**src/rtl/pipeline_pkg.sv**
```systemverilog
// Shared pipeline definitions: forward-select codes, hazard FSM encoding, register-index width.
package pipeline_pkg;

  localparam int unsigned REG_AW_DEF = 5;
  localparam int unsigned FWD_W      = 2;

  localparam logic [FWD_W-1:0] FWD_RF = 2'b00;
  localparam logic [FWD_W-1:0] FWD_WB = 2'b01;
  localparam logic [FWD_W-1:0] FWD_EX = 2'b10;

  typedef enum logic [0:0] {
    HZ_RUN   = 1'b0,
    HZ_STALL = 1'b1
  } hz_state_t;

endpackage

```
**src/rtl/fwd_select.sv**
```systemverilog
// Forward-select comparator for one EX operand; EX/MEM (youngest) beats MEM/WB, x0 never forwards.
module fwd_select
  import pipeline_pkg::*;
#(
  parameter int unsigned REG_AW = REG_AW_DEF
) (
  input  logic [REG_AW-1:0] i_rs,
  input  logic [REG_AW-1:0] i_ex_rd,
  input  logic              i_ex_we,
  input  logic [REG_AW-1:0] i_wb_rd,
  input  logic              i_wb_we,
  output logic [FWD_W-1:0]  o_fwd
);

  logic w_ex_hit;
  logic w_wb_hit;

  assign w_ex_hit = i_ex_we && (i_ex_rd != '0) && (i_ex_rd == i_rs);
  assign w_wb_hit = i_wb_we && (i_wb_rd != '0) && (i_wb_rd == i_rs);

  always_comb begin
    o_fwd = FWD_RF;
    if (w_ex_hit) begin
      o_fwd = FWD_EX;
    end else if (w_wb_hit) begin
      o_fwd = FWD_WB;
    end
  end

endmodule

```
**src/rtl/hazard_forward_unit.sv**
```systemverilog
// EX-stage forwarding select and load-use stall control with ID/EX, EX/MEM, MEM/WB shadow state.
// Optional performance counters are built when HAZARD_PERF_EN is defined.
module hazard_forward_unit
  import pipeline_pkg::*;
#(
  parameter int unsigned REG_AW = REG_AW_DEF,
  parameter int unsigned CNT_W  = 16
) (
  input  logic              clk,
  input  logic              reset,
  input  logic              id_valid,
  input  logic [REG_AW-1:0] id_rs1,
  input  logic [REG_AW-1:0] id_rs2,
  input  logic [REG_AW-1:0] id_rd,
  input  logic              id_reg_write,
  input  logic              id_mem_read,
  input  logic              flush,
  output logic [FWD_W-1:0]  ForwardA,
  output logic [FWD_W-1:0]  ForwardB,
  output logic              pc_write,
  output logic              if_id_write,
  output logic              id_ex_bubble
`ifdef HAZARD_PERF_EN
  ,
  output logic [CNT_W-1:0]  stall_cnt,
  output logic [CNT_W-1:0]  fwd_cnt
`endif
);

  logic [REG_AW-1:0] r_idex_rs1;
  logic [REG_AW-1:0] r_idex_rs2;
  logic [REG_AW-1:0] r_idex_rd;
  logic              r_idex_we;
  logic              r_idex_mr;
  logic [REG_AW-1:0] r_exmem_rd;
  logic              r_exmem_we;
  logic [REG_AW-1:0] r_memwb_rd;
  logic              r_memwb_we;

  hz_state_t r_state;
  hz_state_t w_state_nxt;
  logic      w_hazard;
  logic      w_stall;

  assign w_hazard = id_valid && r_idex_mr && (r_idex_rd != '0) &&
                    ((r_idex_rd == id_rs1) || (r_idex_rd == id_rs2));

  always_ff @(posedge clk or posedge reset) begin
    if (reset) begin
      r_state <= HZ_RUN;
    end else begin
      r_state <= w_state_nxt;
    end
  end

  // A flush in the same cycle kills the dependent instruction, so it wins over the stall.
  always_comb begin
    w_state_nxt = r_state;
    case (r_state)
      HZ_RUN:   if (w_hazard && !flush) w_state_nxt = HZ_STALL;
      HZ_STALL: w_state_nxt = HZ_RUN;
      default:  w_state_nxt = HZ_RUN;
    endcase
  end

  always_comb begin
    w_stall = 1'b0;
    case (r_state)
      HZ_RUN:  w_stall = w_hazard && !flush;
      default: w_stall = 1'b0;
    endcase
  end

  assign pc_write     = !w_stall;
  assign if_id_write  = !w_stall;
  assign id_ex_bubble = w_stall;

  always_ff @(posedge clk or posedge reset) begin
    if (reset) begin
      r_idex_rs1 <= '0;
      r_idex_rs2 <= '0;
      r_idex_rd  <= '0;
      r_idex_we  <= 1'b0;
      r_idex_mr  <= 1'b0;
      r_exmem_rd <= '0;
      r_exmem_we <= 1'b0;
      r_memwb_rd <= '0;
      r_memwb_we <= 1'b0;
    end else begin
      if (flush || w_stall) begin
        r_idex_rs1 <= '0;
        r_idex_rs2 <= '0;
        r_idex_rd  <= '0;
        r_idex_we  <= 1'b0;
        r_idex_mr  <= 1'b0;
      end else begin
        r_idex_rs1 <= id_valid ? id_rs1 : '0;
        r_idex_rs2 <= id_valid ? id_rs2 : '0;
        r_idex_rd  <= id_valid ? id_rd  : '0;
        r_idex_we  <= id_valid && id_reg_write;
        r_idex_mr  <= id_valid && id_mem_read;
      end
      r_exmem_rd <= r_idex_rd;
      r_exmem_we <= r_idex_we;
      r_memwb_rd <= r_exmem_rd;
      r_memwb_we <= r_exmem_we;
    end
  end

  fwd_select #(.REG_AW(REG_AW)) u_fwd_a (
    .i_rs    (r_idex_rs1),
    .i_ex_rd (r_exmem_rd),
    .i_ex_we (r_exmem_we),
    .i_wb_rd (r_memwb_rd),
    .i_wb_we (r_memwb_we),
    .o_fwd   (ForwardA)
  );

  fwd_select #(.REG_AW(REG_AW)) u_fwd_b (
    .i_rs    (r_idex_rs2),
    .i_ex_rd (r_exmem_rd),
    .i_ex_we (r_exmem_we),
    .i_wb_rd (r_memwb_rd),
    .i_wb_we (r_memwb_we),
    .o_fwd   (ForwardB)
  );

`ifdef HAZARD_PERF_EN
  logic w_fwd_any;
  assign w_fwd_any = (ForwardA != FWD_RF) || (ForwardB != FWD_RF);

  // Saturating counters: hazard stalls only (flush bubbles never raise w_stall).
  always_ff @(posedge clk or posedge reset) begin
    if (reset) begin
      stall_cnt <= '0;
      fwd_cnt   <= '0;
    end else begin
      if (w_stall && (stall_cnt != '1)) stall_cnt <= stall_cnt + CNT_W'(1);
      if (w_fwd_any && (fwd_cnt != '1)) fwd_cnt <= fwd_cnt + CNT_W'(1);
    end
  end
`else
  logic w_unused_cnt_w;
  assign w_unused_cnt_w = (CNT_W == 0);
`endif

endmodule
```
**config.mk**
```make
export PLATFORM = sky130hd
export DESIGN_NAME = hazard_forward_unit
export DESIGN_NICKNAME = d
export VERILOG_FILES = /design/src/rtl/pipeline_pkg.sv /design/src/rtl/fwd_select.sv /design/src/rtl/hazard_forward_unit.sv
export SDC_FILE = /design/constraint.sdc
export NUM_CORES = 1
export LEC_CHECK = 0
export ABC_AREA = 0
export CAP_MARGIN = 20
export CORE_MARGIN = 1
export CORE_UTILIZATION = 54
export DETAILED_ROUTE_END_ITERATION = 8
export GPL_ROUTABILITY_DRIVEN = 1
export PLACE_DENSITY = 0.83
export SKIP_CTS_REPAIR_TIMING = 1
export SYNTH_ARGS = -nofsm -noshare
export SYNTH_HDL_FRONTEND = slang
export SYNTH_SLANG_ARGS = --single-unit
```
**constraint.sdc**
```tcl
create_clock -name clk -period 3.7 [get_ports clk]
set_input_delay 0.555 -clock clk [delete_from_list [all_inputs] [get_ports clk]]
set_output_delay 0.555 -clock clk [all_outputs]
set_load 0.005 [all_outputs]
```
[Yosys cells after proc, flatten, opt, wreduce, memory -nomap -nowiden]
Index checks and enable logic that the tools add are counted.
Storage, ports and cells
  RAM bits: 0
  bits in read-only memories: 0
  logic and storage cells: 51
  memories kept: 0
  latch bits: 0
  bits of input ports: 21
  register bits: 30
Cells by class
  shifts and indexed selects: 0
  reduce and logical (&&, ||, !) cells: 19
  equal/unequal tests: 6
  $mul: 0
  $lt $le $gt $ge: 0
  bitwise gates (word level): 1
  div/mod/pow operators: 0
  add/sub/neg operators: 0
  muxes and demuxes: 15
Operators by type and width (number)
  == test 5 bit: 6
  two-way mux 5 bit: 6
  nonzero test 5 bit: 3
  logical AND 1 bit: 12
  two-way mux 1 bit: 6
  two-way mux 2 bit: 2
  logical NOT 1 bit: 2
  logical OR 1 bit: 2
  case mux 1 bit (2 select lines): 1
  inverter 1 bit: 1

[Longest topological paths before layout]
Gate-level depths: netlist of run 1.
  word-level depth: 7
  depth in mapped cells: 7
  mapped depth without buffers: 4

[By module]
A second synthesis of run 1 with hierarchy kept.
Unflattened totals
  cell total of the unflattened synthesis: 134
  area, all modules: 1452.6 sq um
By module, submodules not included
  hazard_forward_unit: times used 1, cells each 92, area each 1134.8 sq um
  fwd_select: times used 2, cells each 21, area each 158.9 sq um

[Worst setup path before layout of run 1]
No wires, ideal clock.
  kind: input -> output
  start: in id_valid
  end: out pc_write
  path slack: 1.510 ns
  arrival time: 1.635 ns
  buffers on the path: 3
  cell stages on the path: 7
  cell sequence: nor2b_1 buf_2 nand3b_1 a21oi_2 buf_2 nand2_1 buf_4
Between the ends
  word-level cells in the longest chain between the ends: 6
Ends and longest elaborated chain
  from (decl): line hazard_forward_unit.sv:11  | input logic id_valid,
  logical AND 1 bit (3 in series): line hazard_forward_unit.sv:45  | assign w_hazard = id_valid && r_idex_mr && (r_idex_rd != '0) &&
  logical AND 1 bit: line hazard_forward_unit.sv:69  | HZ_RUN: w_stall = w_hazard && !flush;
  two-way mux 1 bit: line hazard_forward_unit.sv:68  | case (r_state)
  logical NOT 1 bit
  to (decl): line hazard_forward_unit.sv:20  | output logic pc_write,
Every way passes these cells.

[Final worst setup path of run 1]
  start: in id_rs1[0]
  end: out id_ex_bubble
Between the ends
  word-level cells in the longest chain between the ends: 5
Ends and longest elaborated chain
  from (decl): line hazard_forward_unit.sv:12  | input logic [REG_AW-1:0] id_rs1,
  == test 5 bit: line hazard_forward_unit.sv:46  | ((r_idex_rd == id_rs1) || (r_idex_rd == id_rs2));
  logical OR 1 bit: line hazard_forward_unit.sv:46
  logical AND 1 bit: line hazard_forward_unit.sv:45
  logical AND 1 bit: line hazard_forward_unit.sv:69
  two-way mux 1 bit: line hazard_forward_unit.sv:68
  to (decl): line hazard_forward_unit.sv:22  | output logic id_ex_bubble
Every way passes these cells.

==> run summary, run 1 <==
The clock-pin slew on the worst setup and hold paths came out at 0.08 ns. The effective utilization at floorplan is 59.6%. The number of distinct standard cells referenced by the synthesized netlist came out at 22. Dividing the final minimum period by the clock period gives 80.2%. The number of port buffers is 27. The total overflow reported by the global router came out at 0.

The dominant combinational cell family by area after synthesis is XOR/XNOR gates. In the routed layout, each cell is associated on average with a via count of 5.47. The number of global-route vias before repair is 1030. The path class of the lowest-slack min-delay path is reg2reg. The routed wire length came out at 2680 um. The number of warnings issued by yosys came out at 0. In the routed design, unresolved DRC markers number 0. The net count reported at finish came out at 178. The weighted congestion reported at the end of routability-driven placement came out at 0.850.

The time the final worst path needs with I/O delays and setup came out at 2.97 ns. The signed area change from the synthesized netlist to the final layout is 26.7%. The x dimension of the die came out at 52.4 um. The worst hold margin came out at 0.354 ns. The cell area that synthesis handed to floorplanning was 1370 um^2. The max-capacitance violation count came out at 0. The worst clock skew is 0.00742 ns.

The number of antenna cells inserted came out at 0. The power density over the cells came out at 358 nW/um^2. The number of filler cells placed in the layout is 154. The clock latency on the worst-skew pair is 0.32 ns.

The final setup TNS came out at 0 ns. The post-synthesis simple-gate area fraction came out at 14.0%. In the synthesized netlist, mux cells make up 0% of the area. TritonCTS created 5 clock buffers. The number of detailed-route iterations in the first pass is 4. Summed over all nets, the half-perimeter wirelength after detailed placement is 1890 um. The critical path class is in2out. For this run, the share of the core covered by cells in the final layout is 75.5%. The flow ran to the end, and the final reports show no timing, DRC or antenna violations. Setup repair after global routing left no endpoint under its margin.

The final design area excluding fillers came out at 1740 um^2. The arrival time at the worst endpoint came out at 2.41 ns. The post-synthesis sequential element count came out at 30. The worst pin sits at a relative slew slack of 69.4%. The CTS sink count came out at 30. The post-synthesis net count is 147. The root buffer cell is sky130_fd_sc_hd__clkbuf_4. The TritonCTS clock tree is done. The number of H-tree levels came out at 2. STA classifies the critical path endpoint as an output pin. The first global-routing pass estimated 4400 um of wire. The fraction of the yosys area taken by sequential cells is 54.8%. The number of cells produced by synthesis came out at 126. The number of nets still failing antenna checks after routing is 0. The die covers 2740 um^2.

The initial antenna violation count is 0. Setup violations remaining at the end of the flow were counted as 0. The number of vias after detailed routing is 1007. A synthesized cell averages 10.9 um^2.

In this run the deepest clock path goes through 2 buffers. The data required time of the worst path came out at 3.14 ns. The post-synthesis share of cell area spent on full adders, half adders and majority gates is 0%.

In this run the worst path has a maximum fanout of 19. The height of the die is 52.4 um. The largest net degree at the start of global routing is 31. The core footprint is 2300 um^2. The wire length per cell came out at 14.5 um.

The number of placed instances with taps included came out at 177. Summing the areas of all compound-gate instances in the mapped netlist gives 8.77% of the synthesized area. The final non-filler cell total is 184. The first routing iteration left 13 violations. The synthesized-area fraction occupied by xor and xnor cells came out at 19.2%. Derived from the worst setup path, the maximum achievable clock frequency is 337 MHz. The worst setup path is launched from an input port. The worst-case vdd ir drop is 0.322 mV. In this run the static leakage power is 0.810 nW. The floorplan row count is 17. Global routing used 23.0% of the available tracks.

The final-report max-slew violation count is 0. The final-report hold violation count is 0. The fraction of layout cells with a size suffix above 1 came out at 9.62%. In this run the cell area measured after placement is 1660 um^2. The number of primary I/O pins is 28.

For the pin with the worst max-slew slack, the measured transition is 0.455 ns.
-- path summary, 6_finish.rpt --
check | start | endpoint | slack, ns | cells after the start
max | id_rs1[0] | id_ex_bubble | 0.73 | 7
min | r_idex_we | r_exmem_we | 0.35 | 0
max reg2reg | r_idex_rd[2] | r_state | 2.28 | 5
min reg2reg | r_idex_we | r_exmem_we | 0.35 | 0
max in group asynchronous | reset | r_memwb_rd[2] | 2.83 | 3
min in group asynchronous | reset | r_memwb_we | 0.48 | 2
-- synth_stat cells --
master                     number  area, um^2
sky130_fd_sc_hd__nor2b_1        1        6.26
sky130_fd_sc_hd__nor4_1         2        12.5
sky130_fd_sc_hd__o22ai_2        1        12.5
sky130_fd_sc_hd__inv_1          1        3.75
sky130_fd_sc_hd__nor2_1         1        3.75
sky130_fd_sc_hd__nand2_1       20        75.1
sky130_fd_sc_hd__a21oi_1       17        85.1
sky130_fd_sc_hd__clkbuf_1       1        3.75
sky130_fd_sc_hd__nand3b_1       1        7.51
sky130_fd_sc_hd__or4_1          4        30.0
sky130_fd_sc_hd__and2_1         1        6.26
sky130_fd_sc_hd__o21ai_1        1        5.00
sky130_fd_sc_hd__nor4_2         2        25.0
sky130_fd_sc_hd__nor3_1         1        5.00
sky130_fd_sc_hd__dfrtp_1       30         751
sky130_fd_sc_hd__xor2_1        14         123
sky130_fd_sc_hd__xnor2_1       16         140
sky130_fd_sc_hd__buf_4          3        22.5
sky130_fd_sc_hd__nand3_1        4        20.0
sky130_fd_sc_hd__buf_2          3        15.0
sky130_fd_sc_hd__a21oi_2        1        8.76
sky130_fd_sc_hd__o21ai_2        1        8.76
-- metal layers --
metal  vias to the layer above  global-route usage [%]  share of wire (%)
met5                         -                       0                  0
met4                         0                    13.6                2.5
met3                         7                    4.93                5.3
met2                        44                    38.6                 56
met1                       476                    26.9                 36
li1                        480                       -                  -
-- final cells by class --
cell class	instances	area (um^2)	area share (%)
clock buffers	6	51.3	2.96
inverters	1	3.75	0.216
multi-input cells	88	574	33.1
flip-flops and latches	30	751	43.3
well taps	28	35.0	2.02
repair buffers	31	320	18.5
-- per-stage QoR --
stage | total power (W) | setup WS [ns]
after floorplan | 0.000402 | 1.51
after global placement | 0.000435 | 0.824
after detailed placement | 0.000439 | 0.766
after CTS | 0.000621 | 0.749
after global routing | 0.000650 | 0.633
final | 0.000621 | 0.733
-- cell usage in the layout (no fill, tap or decap) --
master and n:
sky130_fd_sc_hd__a21oi_1 17, sky130_fd_sc_hd__a21oi_2 1, sky130_fd_sc_hd__and2_1 1, sky130_fd_sc_hd__buf_16 1, sky130_fd_sc_hd__buf_4 3, sky130_fd_sc_hd__clkbuf_4 5
sky130_fd_sc_hd__clkbuf_8 1, sky130_fd_sc_hd__clkdlybuf4s50_1 27, sky130_fd_sc_hd__dfrtp_1 30, sky130_fd_sc_hd__inv_1 1, sky130_fd_sc_hd__nand2_1 20, sky130_fd_sc_hd__nand3_1 4
sky130_fd_sc_hd__nand3b_1 1, sky130_fd_sc_hd__nor2_1 1, sky130_fd_sc_hd__nor2b_1 1, sky130_fd_sc_hd__nor3_1 1, sky130_fd_sc_hd__nor4_1 2, sky130_fd_sc_hd__nor4_2 2
sky130_fd_sc_hd__o21ai_1 1, sky130_fd_sc_hd__o21ai_2 1, sky130_fd_sc_hd__o22ai_2 1, sky130_fd_sc_hd__or4_1 4, sky130_fd_sc_hd__xnor2_1 16, sky130_fd_sc_hd__xor2_1 14
-- logic make-up after synthesis --
logic type / count (synthesis)
AND/OR/NAND/NOR: 37
XOR/XNOR: 30
flip-flops: 30
buffers and inverters: 8
AO/OA/AOI/OAI: 21
-- critical path, cell delays in order --
cell                              delay [ns]
sky130_fd_sc_hd__clkdlybuf4s50_1        0.51
sky130_fd_sc_hd__xnor2_1                0.13
sky130_fd_sc_hd__nand3_1                0.11
sky130_fd_sc_hd__o22ai_2                0.18
sky130_fd_sc_hd__buf_4                  0.25
sky130_fd_sc_hd__and2_1                 0.18
sky130_fd_sc_hd__clkdlybuf4s50_1        0.50
-- where the power goes --
| group | switching, W | leakage (nW) | internal (W) |
|---|---|---|---|
| sequential | 0.0000136 | 0.404 | 0.000340 |
| combinational | 0.0000366 | 0.375 | 0.0000470 |
| clock | 0.0000988 | 0.0302 | 0.0000855 |
-- flip-flops by register name (all words and copies together) (netlist names) --
register	count
r_exmem_rd	5
r_idex_rd	5
r_idex_rs1	5
r_idex_rs2	5
r_memwb_rd	5
r_exmem_we	1
r_idex_mr	1
r_idex_we	1
r_memwb_we	1
r_state	1
(Power assumes the default switching activity.)
==> run 2, diff against run 1 <==
--- a/config.mk
+++ b/config.mk
@@ -8,10 +8,10 @@
 export ABC_AREA = 0
 export CAP_MARGIN = 20
 export CORE_MARGIN = 1
-export CORE_UTILIZATION = 54
+export CORE_UTILIZATION = 45
 export DETAILED_ROUTE_END_ITERATION = 8
 export GPL_ROUTABILITY_DRIVEN = 1
-export PLACE_DENSITY = 0.83
+export PLACE_DENSITY = 0.74
 export SKIP_CTS_REPAIR_TIMING = 1
 export SYNTH_ARGS = -nofsm -noshare
 export SYNTH_HDL_FRONTEND = slang
==> constraint.sdc (replaced) <==
create_clock -name clk -period 2.7 [get_ports clk]
set_input_delay 0.405 -clock clk [delete_from_list [all_inputs] [get_ports clk]]
set_output_delay 0.405 -clock clk [all_outputs]
set_load 0.005 [all_outputs]
==> run summary, run 2 (synthesis gave the netlist of run 1 again) <==
The number of primary I/O pins came out at 28. Clock-pin slew was measured on the worst setup and hold paths at 0.08 ns. The slowest cell on the critical path is sky130_fd_sc_hd__clkdlybuf4s50_1. Once the floorplan was initialized, standard cells occupied 48.4% of the core.

The power density over the cells is 474 nW/um^2. Registers take 751 um^2. TritonCTS built the clock tree.

Summed over all layers, the global routing overflow is 0. The switching share of power is 25.3%. The weighted congestion reported at the end of routability-driven placement came out at 0.931. The kind of capture point of the worst setup path is an output pin. The final-report hold violation count is 0.

The library cells used most frequently in the layout, excluding fill and tap cells, are sky130_fd_sc_hd__dfrtp_1, sky130_fd_sc_hd__clkdlybuf4s50_1, sky130_fd_sc_hd__nand2_1. The number of nets still failing antenna checks after routing came out at 0. The data required time of the worst path is 2.30 ns. After layout, the minimum clock period comes to 2.57 ns.

The stage delay of the slowest cell on the critical path came out at 0.59 ns. In this run the static leakage power is 0.861 nW. The number of vias after detailed routing came out at 998. The number of global-route vias before repair is 1059.

The violation count after the first detailed-routing iteration is 15. CTS placed an instance of sky130_fd_sc_hd__clkbuf_4 at the clock tree root. The min-delay analysis places its worst path in the category reg2reg. From bottom edge to top edge, the die measures 57.2 um. The max-capacitance violation count came out at 0. Setup repair after global routing left no endpoint under its margin. The highest attainable clock frequency is 390 MHz. In this run the tightest slew margin relative to its limit is 69.1%.

The clock net in this run drives a total of 30 sinks. The final reports fail on design-rule violations. The peak fanout along the critical path is 3. Counting tap cells, the placed design contains a total of 183 instances.

The area growth from synthesis to layout is 28.2%. Before antenna repair, the detailed router went through 6 iterations. The startpoint type of the worst setup path is a register. In the final timing run, aggregate negative setup slack is 0 ns. Leaving out fill and tap cells, the most frequent cell in the layout is sky130_fd_sc_hd__dfrtp_1. For this block, the routed nets add up to 2590 um of wire. The worst-case IR drop observed on VDD is 0.284 mV.

The switching power is 0.000210 W. The share of the core filled with cells in the final layout is 62.1%. The ratio of routed vias to standard cells is 5.20. The number of H-tree levels is 2. Across every metal layer, demand over resource in global routing totals 18.9%. In the final routed layout, each cell accounts on average for 13.5 um.

The x dimension of the die is 57.2 um. The power share of the sequential group is 58.0%. In the routed design, unresolved DRC markers number 2.

The setup-violating endpoint count in the final report is 0. The signal on the critical path passes through buf_4 -> xnor2_1 -> nand3_1 -> nor4_1 -> clkdlybuf4s50_1. The half-perimeter wire length of the detailed placement result came out at 1990 um.

In this run the core area contains 19 standard-cell rows. The footprint of the multi-input gates came out at 581 um^2. The first global-routing pass estimated 4590 um of wire. The final-report max-slew violation count is 0.

Clock tree synthesis inserted a total of 5 buffers. The die outline area came out at 3270 um^2. The worst clock skew came out at 0.00117 ns. For this run, the number of standard cells in the final layout without fillers is 192. The initial antenna violation count came to 0. The core footprint is 2830 um^2.

The post-placement setup slack came out at 0.260 ns. The number of filler cells placed in the layout is 252. The fraction of layout cells with a size suffix above 1 is 13.0%. Entering global routing, the biggest net connects 31 pins. The clock latency on the worst-skew pair came out at 0.32 ns.

The net count reported at finish is 182. The count of buffers added on input and output ports is 27. The run finished, with violations left. The clock power share is 28.3%. Across all setup checks in the final design, the least slack found is 0.134 ns. Data on the critical path arrives at its endpoint at 2.16 ns. The combinational cell fraction of total power is 13.7%. The number of antenna diodes in the final layout is 0.

The critical path is of the reg2out type. The internal power of the cells totals 0.000623 W. For the pin with the worst max-slew slack, the measured transition is 0.459 ns. The worst-case clock buffer depth is 2. After layout, the worst path uses 95.0% of the clock period.
==> run 2: cell count changes in the layout (fill, tap and decap cells not counted) <==
cell,change
sky130_fd_sc_hd__buf_4,+5
sky130_fd_sc_hd__clkdlybuf4s50_1,-2
sky130_fd_sc_hd__nor4_1,-1
sky130_fd_sc_hd__dlymetal6s2s_1,+2
sky130_fd_sc_hd__clkbuf_8,-1
sky130_fd_sc_hd__nor4_2,+1
sky130_fd_sc_hd__clkinv_2,+2
sky130_fd_sc_hd__buf_16,-1
==> run 2: layout make-up <==
class | count | area share, %
Multi-Input combinational cell | 88 | 33.0
Inverter | 1 | 0.214
Timing Repair Buffer | 35 | 19.1
Clock buffer | 5 | 2.14
Clock inverter | 2 | 0.570
Tap cell | 31 | 2.21
Sequential cell | 30 | 42.7
==> run 2: critical path, delay by kind of cell, from the launching register on <==
family	cells	cell delay [ns]
simple gates	2	0.55
buf+inv	2	0.74
xor+xnor	1	0.15
flops	1	0.40
==> run 2: layer usage <==
layer	part of all wire, %	up-vias	global-route usage (%)
met5	0	-	0
met1	38	465	21.5
met4	2.5	0	8.36
met2	53	39	32.4
li1	-	486	-
met3	6.1	8	6.35
==> run 2: power groups by stage <==
stage                     sequential [W]  clock [W]  combinational [W]
after floorplan                 0.000488          0          0.0000632
after global placement          0.000492          0           0.000108
after detailed placement        0.000493          0           0.000111
after CTS                       0.000484   0.000247           0.000112
after global routing            0.000486   0.000267           0.000128
final                           0.000483   0.000236           0.000114
==> run 2: final timing paths <==
path / from / endpoint / slack (ns) / depth (start not counted)
max in group asynchronous: reset / r_idex_mr / 2.00 / 3
hold reg to reg: r_idex_we / r_exmem_we / 0.36 / 0
hold / removal: r_idex_we / r_exmem_we / 0.36 / 0
setup / recovery: r_exmem_rd[4] / ForwardA[1] / 0.13 / 5
min in group asynchronous: reset / r_memwb_we / 0.44 / 3
setup reg to reg: r_idex_rd[4] / r_idex_rd[0] / 1.36 / 5
==> run 2: metrics by stage <==
stage          power (W)  hold slack [ns]  cell area (um^2)
6_report        0.000833            0.357              1760
5_1_grt         0.000880            0.361              1760
4_1_cts         0.000842            0.358              1730
3_5_place_dp    0.000604            0.339              1680
3_3_place_gp    0.000600            0.334              1680
2_1_floorplan   0.000551            0.331              1370
